### config.mk
export PLATFORM = sky130hd
export DESIGN_NAME = vram_write_queue
export DESIGN_NICKNAME = d
export VERILOG_FILES = /design/src/rtl/vram_write_queue.sv
export SDC_FILE = /design/constraint.sdc
export NUM_CORES = 1
export LEC_CHECK = 0
export BUFFER_PORTS_ARGS = -buffer_cell sky130_fd_sc_hd__buf_2
export CAP_MARGIN = 40
export CORE_MARGIN = 2
export CORE_UTILIZATION = 51
export CTS_BUF_LIST = sky130_fd_sc_hd__clkbuf_4 sky130_fd_sc_hd__clkbuf_8
export CTS_CLUSTER_SIZE = 14
export DETAILED_ROUTE_END_ITERATION = 7
export PLACE_DENSITY = 0.68
export SLEW_MARGIN = 20
export SYNTH_ARGS = -nofsm -noshare
export SYNTH_HDL_FRONTEND = slang
export SYNTH_SLANG_ARGS = --single-unit
### constraint.sdc
create_clock -name clk -period 6.1 [get_ports clk]
set_input_delay 1.22 -clock clk [delete_from_list [all_inputs] [get_ports clk]]
set_output_delay 1.22 -clock clk [all_outputs]
set_load 0.03 [all_outputs]
### src/rtl/vram_write_queue.sv
// CPU store decoder feeding a FIFO of VRAM writes and refresh commands,
// drained over valid/ready so sink back-pressure stalls the core.
module vram_write_queue #(
  parameter int unsigned DATA_W       = 32,
  parameter int unsigned DEPTH        = 8,
  parameter logic [31:0] VRAM_BASE    = 32'h8000,
  parameter logic [31:0] VRAM_BYTES   = 32'h4C000,
  parameter logic [31:0] REFRESH_ADDR = 32'h54000,
  parameter int unsigned CNT_W        = 16,
  localparam int unsigned WB          = DATA_W / 8,
  localparam int unsigned OFF_W       = $clog2(VRAM_BYTES / WB),
  localparam int unsigned LVL_W       = $clog2(DEPTH) + 1
) (
  input  logic              clk,
  input  logic              rst_n,
  input  logic              we,
  input  logic [31:0]       address,
  input  logic [DATA_W-1:0] data_in,
  input  logic [WB-1:0]     be,
  output logic              stall,
  output logic              out_valid,
  input  logic              out_ready,
  output logic [OFF_W-1:0]  out_addr,
  output logic [DATA_W-1:0] out_data,
  output logic [WB-1:0]     out_be,
  output logic              out_refresh,
  output logic              refresh_frame,
  input  logic              frame_ack,
  output logic [LVL_W-1:0]  fill_level,
  output logic [CNT_W-1:0]  drop_count
);

  localparam int unsigned PTR_W = $clog2(DEPTH);
  localparam int unsigned WB_LG = $clog2(WB);
  localparam logic [32:0] VRAM_END = {1'b0, VRAM_BASE} + {1'b0, VRAM_BYTES};

  logic [OFF_W-1:0]  mem_addr [DEPTH];
  logic [DATA_W-1:0] mem_data [DEPTH];
  logic [WB-1:0]     mem_be   [DEPTH];
  logic              mem_ref  [DEPTH];

  logic [PTR_W-1:0] wr_ptr, rd_ptr;
  logic [LVL_W-1:0] fill;

  logic             is_refresh, in_window, accept, drop, push, pop;
  logic [OFF_W-1:0] enq_addr;

  always_comb begin
    is_refresh = (address == REFRESH_ADDR);
    in_window  = ({1'b0, address} >= {1'b0, VRAM_BASE}) && ({1'b0, address} < VRAM_END);
    enq_addr   = '0;
    if (!is_refresh) enq_addr = OFF_W'((address - VRAM_BASE) >> WB_LG);
    accept     = we && (is_refresh || in_window);
    drop       = we && !is_refresh && !in_window;
  end

  // stall depends only on the registered fill level, never on out_ready
  assign stall      = (fill == LVL_W'(DEPTH));
  assign out_valid  = (fill != '0);
  assign push       = accept && !stall;
  assign pop        = out_valid && out_ready;
  assign fill_level = fill;

  // Head is gated with out_valid so outputs read 0 when empty or in reset
  always_comb begin
    out_addr    = '0;
    out_data    = '0;
    out_be      = '0;
    out_refresh = 1'b0;
    if (out_valid) begin
      out_addr    = mem_addr[rd_ptr];
      out_data    = mem_data[rd_ptr];
      out_be      = mem_be[rd_ptr];
      out_refresh = mem_ref[rd_ptr];
    end
  end

  always_ff @(posedge clk) begin
    if (push) begin
      mem_addr[wr_ptr] <= enq_addr;
      mem_data[wr_ptr] <= data_in;
      mem_be[wr_ptr]   <= be;
      mem_ref[wr_ptr]  <= is_refresh;
    end
  end

  always_ff @(posedge clk or negedge rst_n) begin
    if (!rst_n) begin
      wr_ptr <= '0;
      rd_ptr <= '0;
      fill   <= '0;
    end else begin
      if (push) wr_ptr <= wr_ptr + 1'b1;
      if (pop)  rd_ptr <= rd_ptr + 1'b1;
      case ({push, pop})
        2'b10:   fill <= fill + LVL_W'(1);
        2'b01:   fill <= fill - LVL_W'(1);
        default: fill <= fill;
      endcase
    end
  end

  always_ff @(posedge clk or negedge rst_n) begin
    if (!rst_n) begin
      drop_count <= '0;
    end else if (drop && (drop_count != '1)) begin
      drop_count <= drop_count + 1'b1;
    end
  end

  always_ff @(posedge clk or negedge rst_n) begin
    if (!rst_n) begin
      refresh_frame <= 1'b0;
    end else if (pop && mem_ref[rd_ptr]) begin
      refresh_frame <= 1'b1;
    end else if (frame_ack) begin
      refresh_frame <= 1'b0;
    end
  end

endmodule

* Word-level counts from Yosys, hierarchy flattened
Memories as Yosys holds them, arrays and structs flattened.
Cells that the tools add are included.
** Storage, ports and cells
- Register bits after elaboration :: 27
- Memory bits (writable) :: 432
- Input bits :: 73
- Memories kept :: 4
** Operators by class
- Add/sub/neg operators :: 6
- $lt $le $gt $ge :: 2
- Equality and inequality tests :: 5
- Muxes and demuxes :: 10
- Reduce and logical (&&, ||, !) cells :: 15
** Memory list
- mem_data :: words 8, width 32, read ports 1, clocked after Yosys merged registers in 0, wr ports 1, line 38 : logic [DATA_W-1:0] mem_data [DEPTH];
- mem_addr :: words 8, width 17, read ports 1, clocked after Yosys merged registers in 0, wr ports 1, line 37 : logic [OFF_W-1:0] mem_addr [DEPTH];
- mem_be :: words 8, width 4, read ports 1, clocked after Yosys merged registers in 0, wr ports 1, line 39 : logic [WB-1:0] mem_be [DEPTH];
- mem_ref :: words 8, width 1, read ports 1, clocked after Yosys merged registers in 0, wr ports 1, line 40 : logic mem_ref [DEPTH];
** Operator list (count)
- $mux 17 :: 2
- $eq 32x19->1 const B :: 1
- $ge 32x16->1 const B :: 1
- $lt 32x19->1 const B :: 1
- $mux 32 :: 1
- $sub 19x16->19 const B :: 1
- $add 16x1->16 const B :: 1
- $ne 16x16->1 const B :: 1
- $logic_and 1x1->1 :: 8
- $pmux 4 s2 :: 1
- $add 3x1->3 const B :: 2
- $mux 1 :: 5
- $add 4x1->4 const B :: 1
- $eq 4x4->1 const B :: 1
- $mux 4 :: 1
- $reduce_bool 2->1 :: 2
- $reduce_bool 4->1 :: 1
- $sub 4x1->4 const B :: 1
- $logic_not 1->1 :: 3
- $eq 2x1->1 const B :: 1
- $eq 2x2->1 const B :: 1
- $logic_or 1x1->1 :: 1

* Longest topological paths before layout
Gate-level depths: netlist (run 1).
- Word-level depth :: 7
- Depth in mapped cells :: 12
- Gate-level depth less buffers :: 11

* Worst setup path after synthesis (run 1)
No wires, ideal clock.
- Kind :: input to register
- Start point :: input address[3]
- End point :: memory mem_addr[0][0] (netlist name) (enable)
- Data arrival time :: 6.230 ns
- Setup slack :: -0.662 ns
- Stages :: 7
- Buffers on the path :: 1
- Cells stage by stage :: nor4b_1 nand3_1 o21ai_0 or4b_1 buf_2 nand2b_4 nor3_1
** Between the ends
- Cells in the longest elaborated chain, start to end :: 7
- Elaborated cells on any way between the ends :: 9
- Classes of those cells :: order compare (2); eq/ne (1); mux (2); reduce/logical (4)
** RTL lines
- start: declaration :: line 17 : input logic [31:0] address,
- $ge 32x16->1 / $lt 32x19->1 (equally long branches) :: line 50 : in_window = ({1'b0, address} >= {1'b0, VRAM_BASE}) && ({1'b0, address} < VRAM_END);
- $logic_and 1x1->1 :: line 50
- $logic_or 1x1->1 * :: line 53 : accept = we && (is_refresh || in_window);
- $logic_and 1x1->1 * :: line 53
- $logic_and 1x1->1 * :: line 60 : assign push = accept && !stall;
- $mux 1 * :: line 79 : if (push) begin
- $mux 1 (implied by the code) * :: line 80 : mem_addr[wr_ptr] <= enq_addr;
- end: declaration :: line 37
Every way passes the cells marked *; elsewhere a longest branch is shown, timed or not.

* Final worst setup path (run 1)
- Start point :: register rd_ptr[1]
- End point :: output out_refresh
** Between the ends
- Cells in the longest elaborated chain, start to end :: 2
** RTL lines
- start: declaration :: line 42 : logic [PTR_W-1:0] wr_ptr, rd_ptr;
- start signal: assignment :: line 94 : if (pop) rd_ptr <= rd_ptr + 1'b1;
- $mem_v2 8x1
- $mux 1 :: line 70 : if (out_valid) begin
- end: declaration :: line 26 : output logic out_refresh,
Every way passes these cells.

==> impl_metrics.env, run 1 <==
export IMPL_outcome="finished, final reports clean"
export IMPL_slew_headroom_pct=43.1
export IMPL_finalHoldViolations=0
export IMPL_grt_pass1_wl_microns=54100
export IMPL_ys_flop_type="edfxtp_1"
export IMPL_postCtsSetupBuffers=0
export IMPL_ir_worst_vdd_v=0.000295
export IMPL_cts_resized=0
export IMPL_ys_seq_elements=459
export IMPL_clockRootBuffer="clkbuf_8"
export IMPL_ys_warnings_count=0
export IMPL_async_flop_share_pct=5.88
export IMPL_numCtsBuffers=74
export IMPL_finalWorstSetupSlack_ps=1770
export IMPL_power_density_nw_per_um2=438
export IMPL_fin_nets=1127
export IMPL_htree_num_levels=3
export IMPL_final_min_clock_period_ps=4330
export IMPL_grt_max_degree=59
export IMPL_ys_seq_area_share_pct=76.1
export IMPL_max_stage_delay_ps=990
export IMPL_cp_arrival_ps=3110
export IMPL_hp_class="flop to flop"
export IMPL_antenna_left=0
export IMPL_path_cells="buf_12, mux4_2, mux2i_1, nor2_1, buf_2"
export IMPL_syn2layout_area_growth_pct=16.2
export IMPL_die_w_microns=192
export IMPL_r2r_cells=5
export IMPL_fmaxAchievable_mhz=231
export IMPL_max_slew_worst_pin_slew_ps=854
export IMPL_gp_congestion=0.751
export IMPL_ctsHoldBuffers=0
export IMPL_dp_hpwl_microns=20700
export IMPL_pre_cts_ws_ps=1490
export IMPL_start_kind="flop"
export IMPL_drc=0
export IMPL_seq_area_sq_um=13700
export IMPL_end_kind="output port"
export IMPL_vias=8759
export IMPL_ys_types=39
export IMPL_p_leak_nw=7.21
export IMPL_whs_ps=493
export IMPL_fin_skew_ps=24.2
export IMPL_antenna_found_initial=0
export IMPL_grt_overflow_total=0
export IMPL_max_cap_violations=0
export IMPL_diodes=0
export IMPL_rsz0062_at_grt="false"
export IMPL_required_ps=4880
export IMPL_grt_usage_pct=20.2
export IMPL_grt_pass1_vias=9173
export IMPL_critical_path_depth=5
export IMPL_drive_gt1_share_pct=37.8
export IMPL_slowest_stage="dfrtp_4"
export IMPL_syn_area_per_cell_sq_um=21.1
export IMPL_finalWirelength_microns=35500
export IMPL_die_area_sq_um=36700
export IMPL_critPathMaxFanout=58
export IMPL_syn_instance_count=851
export IMPL_fillers=2519
export IMPL_clock_latency_ps=580
export IMPL_placementRows=68
export IMPL_multi_input_area_sq_um=4100
export IMPL_viasPerCell=5.64
export IMPL_path_clk_slew_ps=60
export IMPL_path_buf_inv=2
export IMPL_detail_route_wl_per_cell_microns=22.9
export IMPL_cts_tree="built"
export IMPL_port_buffer_count=149
export IMPL_core_area_sq_um=34500
export IMPL_start_util_pct=51.9
export IMPL_fp_dieH_microns=192
export IMPL_synth_edff_count=432
export IMPL_drt_iter0_drc=685
export IMPL_dr_pass1_iters=5
export IMPL_setup_viol=0
export IMPL_criticalPathCategory="flop to output port"
export IMPL_netlist_area_sq_um=17900
export IMPL_cts_sinks=459
export IMPL_fin_tns_setup_ps=0
export IMPL_path_delay_family="flip-flops"
export IMPL_hold_depth=1
export IMPL_reg2reg_slack_ps=3050
export IMPL_fin_crit_sh_pct=70.9
export IMPL_clk_path_buf_depth=3
export IMPL_slew_viol_final=0
export IMPL_syn_nets=931
export IMPL_io_pins=150
-- cells in the final DEF, fill, tap and decap left out, types with 7 or more instances in the layout --
cell type,count
buf_12,7
buf_2,149
buf_4,14
clkbuf_4,17
clkbuf_8,81
clkinv_1,20
dfrtp_1,24
edfxtp_1,432
ha_1,7
inv_1,9
mux2i_1,54
mux4_2,108
nand2_1,11
nand3_1,7
nor2_1,61
xnor2_1,18
-- path summary, 6_finish.rpt --
kind / end / from
worst max-delay path: out_refresh / rd_ptr[1]
worst min-delay path: drop_count[7] / drop_count[7]
worst max register to register: mem_addr[3][9] / fill_level[0]
worst min register to register: drop_count[7] / drop_count[7]
max in group asynchronous: rd_ptr[0] / rst_n
min in group asynchronous: drop_count[10] / rst_n
-- layer usage --
metal / GRT usage [%] / wire [microns] / up-vias
met5: 0 / 0 / -
met4: 5.83 / 504 / 0
met3: 4.28 / 2010 / 43
met2: 32.1 / 17400 / 262
met1: 28.5 / 15600 / 4602
li1: - / - / 3852
-- metrics by stage --
stage	std cells	utilization, %	power [mW]	cell area (sq um)
global placement	1424	56.0	6.70	19400
global route	1554	60.3	9.56	20800
detailed placement	1424	56.0	6.71	19400
finish	1554	60.3	9.13	20800
floorplan	851	-	5.87	17900
CTS	1552	60.1	9.24	20800
-- logic make-up after synthesis --
family / share of synthesized area (%)
DFF: 76.1
muxes: 16.9
and+or+nand+nor: 3.38
buffers and inverters: 1.42
xor gates and xnor gates: 1.17
AOI/OAI and AO/OA: 0.537
adders and majority gates: 0.488
-- cell type report --
type | count | area share (%)
clock buffers | 98 | 5.96
clock inverters | 30 | 0.871
inverters | 9 | 0.162
multi-input cells | 331 | 19.7
flip-flops and latches | 459 | 65.6
well taps | 455 | 2.73
repair buffers | 172 | 5.02
-- synthesized netlist by cell type (6+ instances only) --
library cell | number | area share, %
nor2_1 | 67 | 1.4
edfxtp_1 | 432 | 72
nand3_1 | 7 | 0.20
inv_1 | 9 | 0.19
dfrtp_1 | 27 | 3.8
xnor2_1 | 18 | 0.88
mux2i_1 | 54 | 3.0
clkbuf_1 | 31 | 0.65
buf_2 | 15 | 0.42
ha_1 | 7 | 0.49
xor2_1 | 6 | 0.29
nand2_1 | 11 | 0.23
nand4_1 | 6 | 0.21
mux4_2 | 108 | 14
-- flip-flops by register name, indices dropped and copies added, names as in the netlist --
signal and flops:
mem_addr 136, drop_count 16, refresh_frame 1, wr_ptr 3
mem_ref 8, rd_ptr 3, mem_be 32, mem_data 256
fill_level 4
-- report_power, final --
part	switching [mW]	internal, mW
Sequential	0.225	3.50
Combinational	1.68	1.20
Clock	1.12	1.40
Total	3.03	6.10
No activity file was read; power rests on OpenSTA's default activity.
==> run 2, diff against run 1 <==
--- a/config.mk
+++ b/config.mk
@@ -12,7 +12,7 @@
 export CTS_BUF_LIST = sky130_fd_sc_hd__clkbuf_4 sky130_fd_sc_hd__clkbuf_8
 export CTS_CLUSTER_SIZE = 14
 export DETAILED_ROUTE_END_ITERATION = 7
-export PLACE_DENSITY = 0.68
+export PLACE_DENSITY = 0.7
 export SLEW_MARGIN = 20
 export SYNTH_ARGS = -nofsm -noshare
 export SYNTH_HDL_FRONTEND = slang
==> constraint.sdc (replaced) <==
create_clock -name clk -period 3.7 [get_ports clk]
set_input_delay 0.74 -clock clk [delete_from_list [all_inputs] [get_ports clk]]
set_output_delay 0.74 -clock clk [all_outputs]
set_load 0.03 [all_outputs]
==> run 2 against run 1 <==
- via count is essentially flat
- largest power group unchanged
- critical path depth is the same
- clock-buffer cell count grew 5
- largest cell class unchanged
- non-clock buffer count grew 7
- wire length shrank 1.4%
- cell count grew 0.64%
- die area is the same
- register-to-register slack lost 2000 ps
==> impl_metrics.env, run 2 (synthesis gave the netlist of run 1 again) <==
export IMPL_finalWirelength_microns=35000
export IMPL_antenna_found_initial=3
export IMPL_syn2layout_area_growth_pct=17.4
export IMPL_max_cap_violations=0
export IMPL_grt_use_met3_pct=4.33
export IMPL_slew_viol_final=0
export IMPL_grt_overflow_total=0
export IMPL_max_slew_worst_pin_slew_ps=805
export IMPL_largest_reg_flops=256
export IMPL_rsz0062_at_grt="false"
export IMPL_grtUsageMet2_pct=31.4
export IMPL_postCtsSetupBuffers=0
export IMPL_grt_pass1_vias=9301
export IMPL_ctsHoldBuffers=0
export IMPL_path_cells="buf_4, mux4_2, mux2i_1, nor2_1, buf_2"
export IMPL_placementRows=68
export IMPL_reg_top3="mem_data (256), mem_addr (136), mem_be (32)"
export IMPL_drc=0
export IMPL_die_w_microns=192
export IMPL_finalHoldViolations=0
export IMPL_met1_usage_pct=27.8
export IMPL_core_area_sq_um=34500
export IMPL_path_clk_slew_ps=60
export IMPL_clockRootBuffer="clkbuf_8"
export IMPL_numCtsBuffers=75
export IMPL_htree_num_levels=3
export IMPL_cts_resized=0
export IMPL_hp_class="primary input to async pin"
export IMPL_clk_path_buf_depth=3
export IMPL_fin_util_pct=60.9
export IMPL_reg2reg_slack_ps=1070
export IMPL_critPathMaxFanout=30
export IMPL_outcome="finished, final reports clean"
export IMPL_power_mw=15.1
export IMPL_cts_sinks=459
export IMPL_dr_pass1_iters=4
export IMPL_drive_gt1_share_pct=39.2
export IMPL_dp_hpwl_microns=20500
export IMPL_final_common_cell="edfxtp_1"
export IMPL_port_buffer_count=149
export IMPL_cts_tree="built"
export IMPL_grt_usage_pct=19.8
export IMPL_start_kind="flop"
export IMPL_largest_register="mem_data"
export IMPL_die_area_sq_um=36700
export IMPL_fmaxAchievable_mhz=296
export IMPL_mostFrequentLayoutCells="edfxtp_1, buf_2, mux4_2, clkbuf_8, nor2_1"
export IMPL_diodes=0
export IMPL_final_min_clock_period_ps=3380
export IMPL_vias=8757
export IMPL_grt_max_degree=55
export IMPL_clock_latency_ps=610
export IMPL_io_pins=150
export IMPL_r2r_cells=10
export IMPL_criticalPathCategory="flop to output port"
export IMPL_fin_crit_sh_pct=91.4
export IMPL_critical_path_depth=5
export IMPL_end_kind="output port"
export IMPL_power_density_nw_per_um2=716
export IMPL_fin_skew_ps=25.0
export IMPL_busiest_layer="met2"
export IMPL_drt_iter0_drc=613
export IMPL_detail_route_wl_per_cell_microns=22.4
export IMPL_ir_worst_vdd_v=0.000458
export IMPL_path_buf_inv=2
export IMPL_fin_nets=1135
export IMPL_gp_congestion=0.723
export IMPL_slew_headroom_pct=46.3
export IMPL_slowest_stage="dfrtp_4"
export IMPL_viasPerCell=5.60
export IMPL_path_delay_family="flip-flops"
export IMPL_fp_dieH_microns=192
export IMPL_grt_pass1_wl_microns=53800
export IMPL_max_stage_delay_ps=720
export IMPL_cp_arrival_ps=2640
export IMPL_start_util_pct=51.9
export IMPL_setup_viol=0
export IMPL_required_ps=2960
export IMPL_p_leak_nw=7.28
export IMPL_antenna_left=0
run 2: changes by cell type in the layout (fill, tap and decap cells not counted), moves of 2 or more:
cell / change
buf_12: +11
clkinv_1: -8
clkbuf_4: +6
clkinvlp_4: +4
buf_16: -2
buf_4: -2
clkinv_2: +2
nor4_1: -2
run 2: area by class of cell:
type,count,area (sq um)
inverters,9,33.8
multi-input cells,331,4120
fillers,2506,13500
clock buffers,103,1270
flip-flops and latches,459,13700
well taps,455,569
repair buffers,179,1200
clock inverters,28,191
run 2: final timing paths:
| path | from | to |
|---|---|---|
| hold / removal | rst_n | wr_ptr[2] |
| setup reg to reg | fill_level[1] | fill_level[3] |
| setup / recovery | rd_ptr[1] | out_addr[3] |
| hold reg to reg | drop_count[12] | drop_count[12] |
| max in group asynchronous | rst_n | rd_ptr[2] |
| min in group clk | frame_ack | refresh_frame |
run 2: report_power, final:
group          internal [mW]  total [mW]  switching, mW  leakage [nW]
Clock                   2.37        4.25           1.89         0.765
Sequential              5.77        6.04          0.266          4.23
Combinational           1.97        4.78           2.82          2.29
run 2: routing by layer:
layer | routed length, microns | vias to the layer above | part of all wire [%]
met1 | 15000 | 4558 | 43
met3 | 2100 | 49 | 6.0
met2 | 17300 | 276 | 49
li1 | - | 3870 | -
met5 | 27 | - | 0.077
met4 | 549 | 4 | 1.6
run 2: per-stage QoR:
stage	cell area [sq um]	cells	hold slack, ps	setup TNS, ps	setup WS [ps]
final	21000	1564	167	0	317
after CTS	21000	1564	143	0	194
after global placement	19600	1433	477	0	4.80
after global routing	21000	1564	189	0	145
after detailed placement	19600	1433	481	0	58.3
after floorplan	18000	851	444	-54220	-309
==> run 3, diff against run 2 <==
--- a/config.mk
+++ b/config.mk
@@ -8,11 +8,11 @@
 export BUFFER_PORTS_ARGS = -buffer_cell sky130_fd_sc_hd__buf_2
 export CAP_MARGIN = 40
 export CORE_MARGIN = 2
-export CORE_UTILIZATION = 51
+export CORE_UTILIZATION = 47
 export CTS_BUF_LIST = sky130_fd_sc_hd__clkbuf_4 sky130_fd_sc_hd__clkbuf_8
 export CTS_CLUSTER_SIZE = 14
 export DETAILED_ROUTE_END_ITERATION = 7
-export PLACE_DENSITY = 0.7
+export PLACE_DENSITY = 0.66
 export SLEW_MARGIN = 20
 export SYNTH_ARGS = -nofsm -noshare
 export SYNTH_HDL_FRONTEND = slang
==> run 3 against run 2 <==
- sequential power barely moved
- largest cell class unchanged
- die area rose by 8.3%
- wire length rose by 3.5%
- global-route usage fell by 0.88 points
- sequential cell count did not move
- critical path depth did not move
- clock skew rose by 2.1 ps
- core utilization fell by 4.7 points
- worst setup slack improved by 61 ps
- clock-buffer cell count fell by 4
- via count fell by 0.30%
==> impl_metrics.env, run 3 (synthesis gave the netlist of run 1 again) <==
export IMPL_fin_nets=1140
export IMPL_r2r_cells=10
export IMPL_largest_register="mem_data"
export IMPL_pwr_share_seq_pct=40.0
export IMPL_power_density_nw_per_um2=715
export IMPL_dp_hpwl_microns=21600
export IMPL_ir_worst_vdd_v=0.000524
export IMPL_gp_congestion=0.735
export IMPL_p_sw_mw=5.02
export IMPL_fin_skew_ps=27.2
export IMPL_detail_route_wl_per_cell_microns=22.4
export IMPL_max_slew_worst_pin_slew_ps=756
export IMPL_drt_iter0_drc=526
export IMPL_io_pins=150
export IMPL_path_cells="buf_12, mux4_2, mux2i_1, nor2_1, buf_2"
export IMPL_power_mw=15.1
export IMPL_crit_start="rd_ptr[0]"
export IMPL_highest_layer="met5"
export IMPL_wl_met1_microns=15700
export IMPL_finalInstanceArea_sq_um=21100
export IMPL_die_w_microns=199
export IMPL_clkPwrFrac_pct=27.6
export IMPL_grt_overflow_total=0
export IMPL_finalWorstSetupSlack_ps=377
export IMPL_syn2layout_area_growth_pct=17.7
export IMPL_fillers=2886
export IMPL_end_kind="output port"
export IMPL_htree_num_levels=3
export IMPL_reg_top3="mem_data (256), mem_addr (136), mem_be (32)"
export IMPL_outcome="finished, final reports clean"
export IMPL_start_util_pct=47.7
export IMPL_pwr_share_comb_pct=32.4
export IMPL_finalHoldViolations=0
export IMPL_viasPerCell=5.39
export IMPL_rsz0062_at_grt="false"
export IMPL_slew_viol_final=0
export IMPL_core_area_sq_um=37600
export IMPL_max_cap_violations=0
export IMPL_antenna_found_initial=2
export IMPL_drive_gt1_share_pct=39.0
export IMPL_rr_endpoint="fill_level[3]"
export IMPL_drc=0
export IMPL_path_delay_family="multiplexers"
export IMPL_fmaxAchievable_mhz=301
export IMPL_clockRootBuffer="clkbuf_8"
export IMPL_p_leak_nw=7.29
export IMPL_port_buffer_count=149
export IMPL_largest_reg_flops=256
export IMPL_grt_pass1_vias=9468
export IMPL_numCtsBuffers=75
export IMPL_grt_max_degree=46
export IMPL_fin_crit_sh_pct=89.8
export IMPL_fin_cells=1621
export IMPL_multi_input_area_sq_um=4120
export IMPL_wl_met3_microns=2010
export IMPL_final_min_clock_period_ps=3320
export IMPL_ctsHoldBuffers=0
export IMPL_cts_sinks=459
export IMPL_mostFrequentLayoutCells="edfxtp_1, buf_2, mux4_2, clkbuf_8, nor2_1"
export IMPL_required_ps=2960
export IMPL_start_kind="flop"
export IMPL_switching_share_pct=33.2
export IMPL_seq_area_sq_um=13700
export IMPL_path_buf_inv=2
export IMPL_max_stage_delay_ps=560
export IMPL_cts_resized=0
export IMPL_clock_latency_ps=590
export IMPL_finalWirelength_microns=36200
export IMPL_critPathMaxFanout=35
export IMPL_hp_class="primary input to async pin"
export IMPL_route_met2_wl_microns=18100
export IMPL_fp_dieH_microns=199
export IMPL_antenna_left=0
export IMPL_path_clk_slew_ps=60
export IMPL_postCtsSetupBuffers=0
export IMPL_slowest_stage="mux4_2"
export IMPL_cp_arrival_ps=2580
export IMPL_die_area_sq_um=39700
export IMPL_grt_pass1_wl_microns=55400
export IMPL_reg2reg_from="fill_level[1]"
export IMPL_placementRows=71
export IMPL_cts_tree="built"
export IMPL_p_int_mw=10.1
export IMPL_place_area_sq_um=19700
export IMPL_slew_headroom_pct=49.6
export IMPL_dr_pass1_iters=4
export IMPL_dp_cells=1494
export IMPL_pre_cts_ws_ps=155
export IMPL_grt_usage_pct=18.9
export IMPL_criticalPathCategory="flop to output port"
export IMPL_reg2reg_slack_ps=960
export IMPL_setup_viol=0
export IMPL_vias=8731
export IMPL_final_common_cell="edfxtp_1"
export IMPL_clk_path_buf_depth=3
run 3: final cells by class:
cell class,count,area share (%)
flip-flops and latches,459,64.7
multi-input cells,331,19.5
repair buffers,184,5.90
clock buffers,99,5.86
well taps,511,3.03
clock inverters,27,0.800
inverters,9,0.160
diodes,1,0.0119
run 3: power by group through the flow:
stage / logic, mW / clock network (mW) / registers (mW)
CTS: 4.99 / 4.28 / 6.04
global route: 5.26 / 4.51 / 6.06
floorplan: 3.61 / 0 / 6.07
finish: 4.89 / 4.16 / 6.04
detailed placement: 4.98 / 0 / 6.14
global placement: 4.97 / 0 / 6.14
run 3: per-stage QoR:
| stage | util [%] | TNS, ps | hold slack, ps |
|---|---|---|---|
| after floorplan | - | -54220 | 444 |
| after global placement | 52.4 | 0 | 473 |
| after detailed placement | 52.4 | 0 | 475 |
| after CTS | 56.2 | 0 | 143 |
| after global routing | 56.2 | 0 | 176 |
| final | 56.2 | 0 | 169 |
run 3: worst max path at each step:
stage / to / slack (ps) / depth (start not counted)
3_3_place_gp: fill_level[2] / 180 / 12
3_5_place_dp: fill_level[2] / 160 / 12
6_report: out_refresh / 380 / 5
5_1_grt: out_addr[7] / 240 / 5
2_1_floorplan: mem_addr[5][0] / -310 / 6
4_1_cts: out_refresh / 320 / 5
run 3: metal layers:
metal | up-vias | global-route usage (%)
met4 | 2 | 5.13
met5 | - | 0
met1 | 4578 | 25.5
met2 | 223 | 31.3
met3 | 45 | 4.64
li1 | 3883 | -
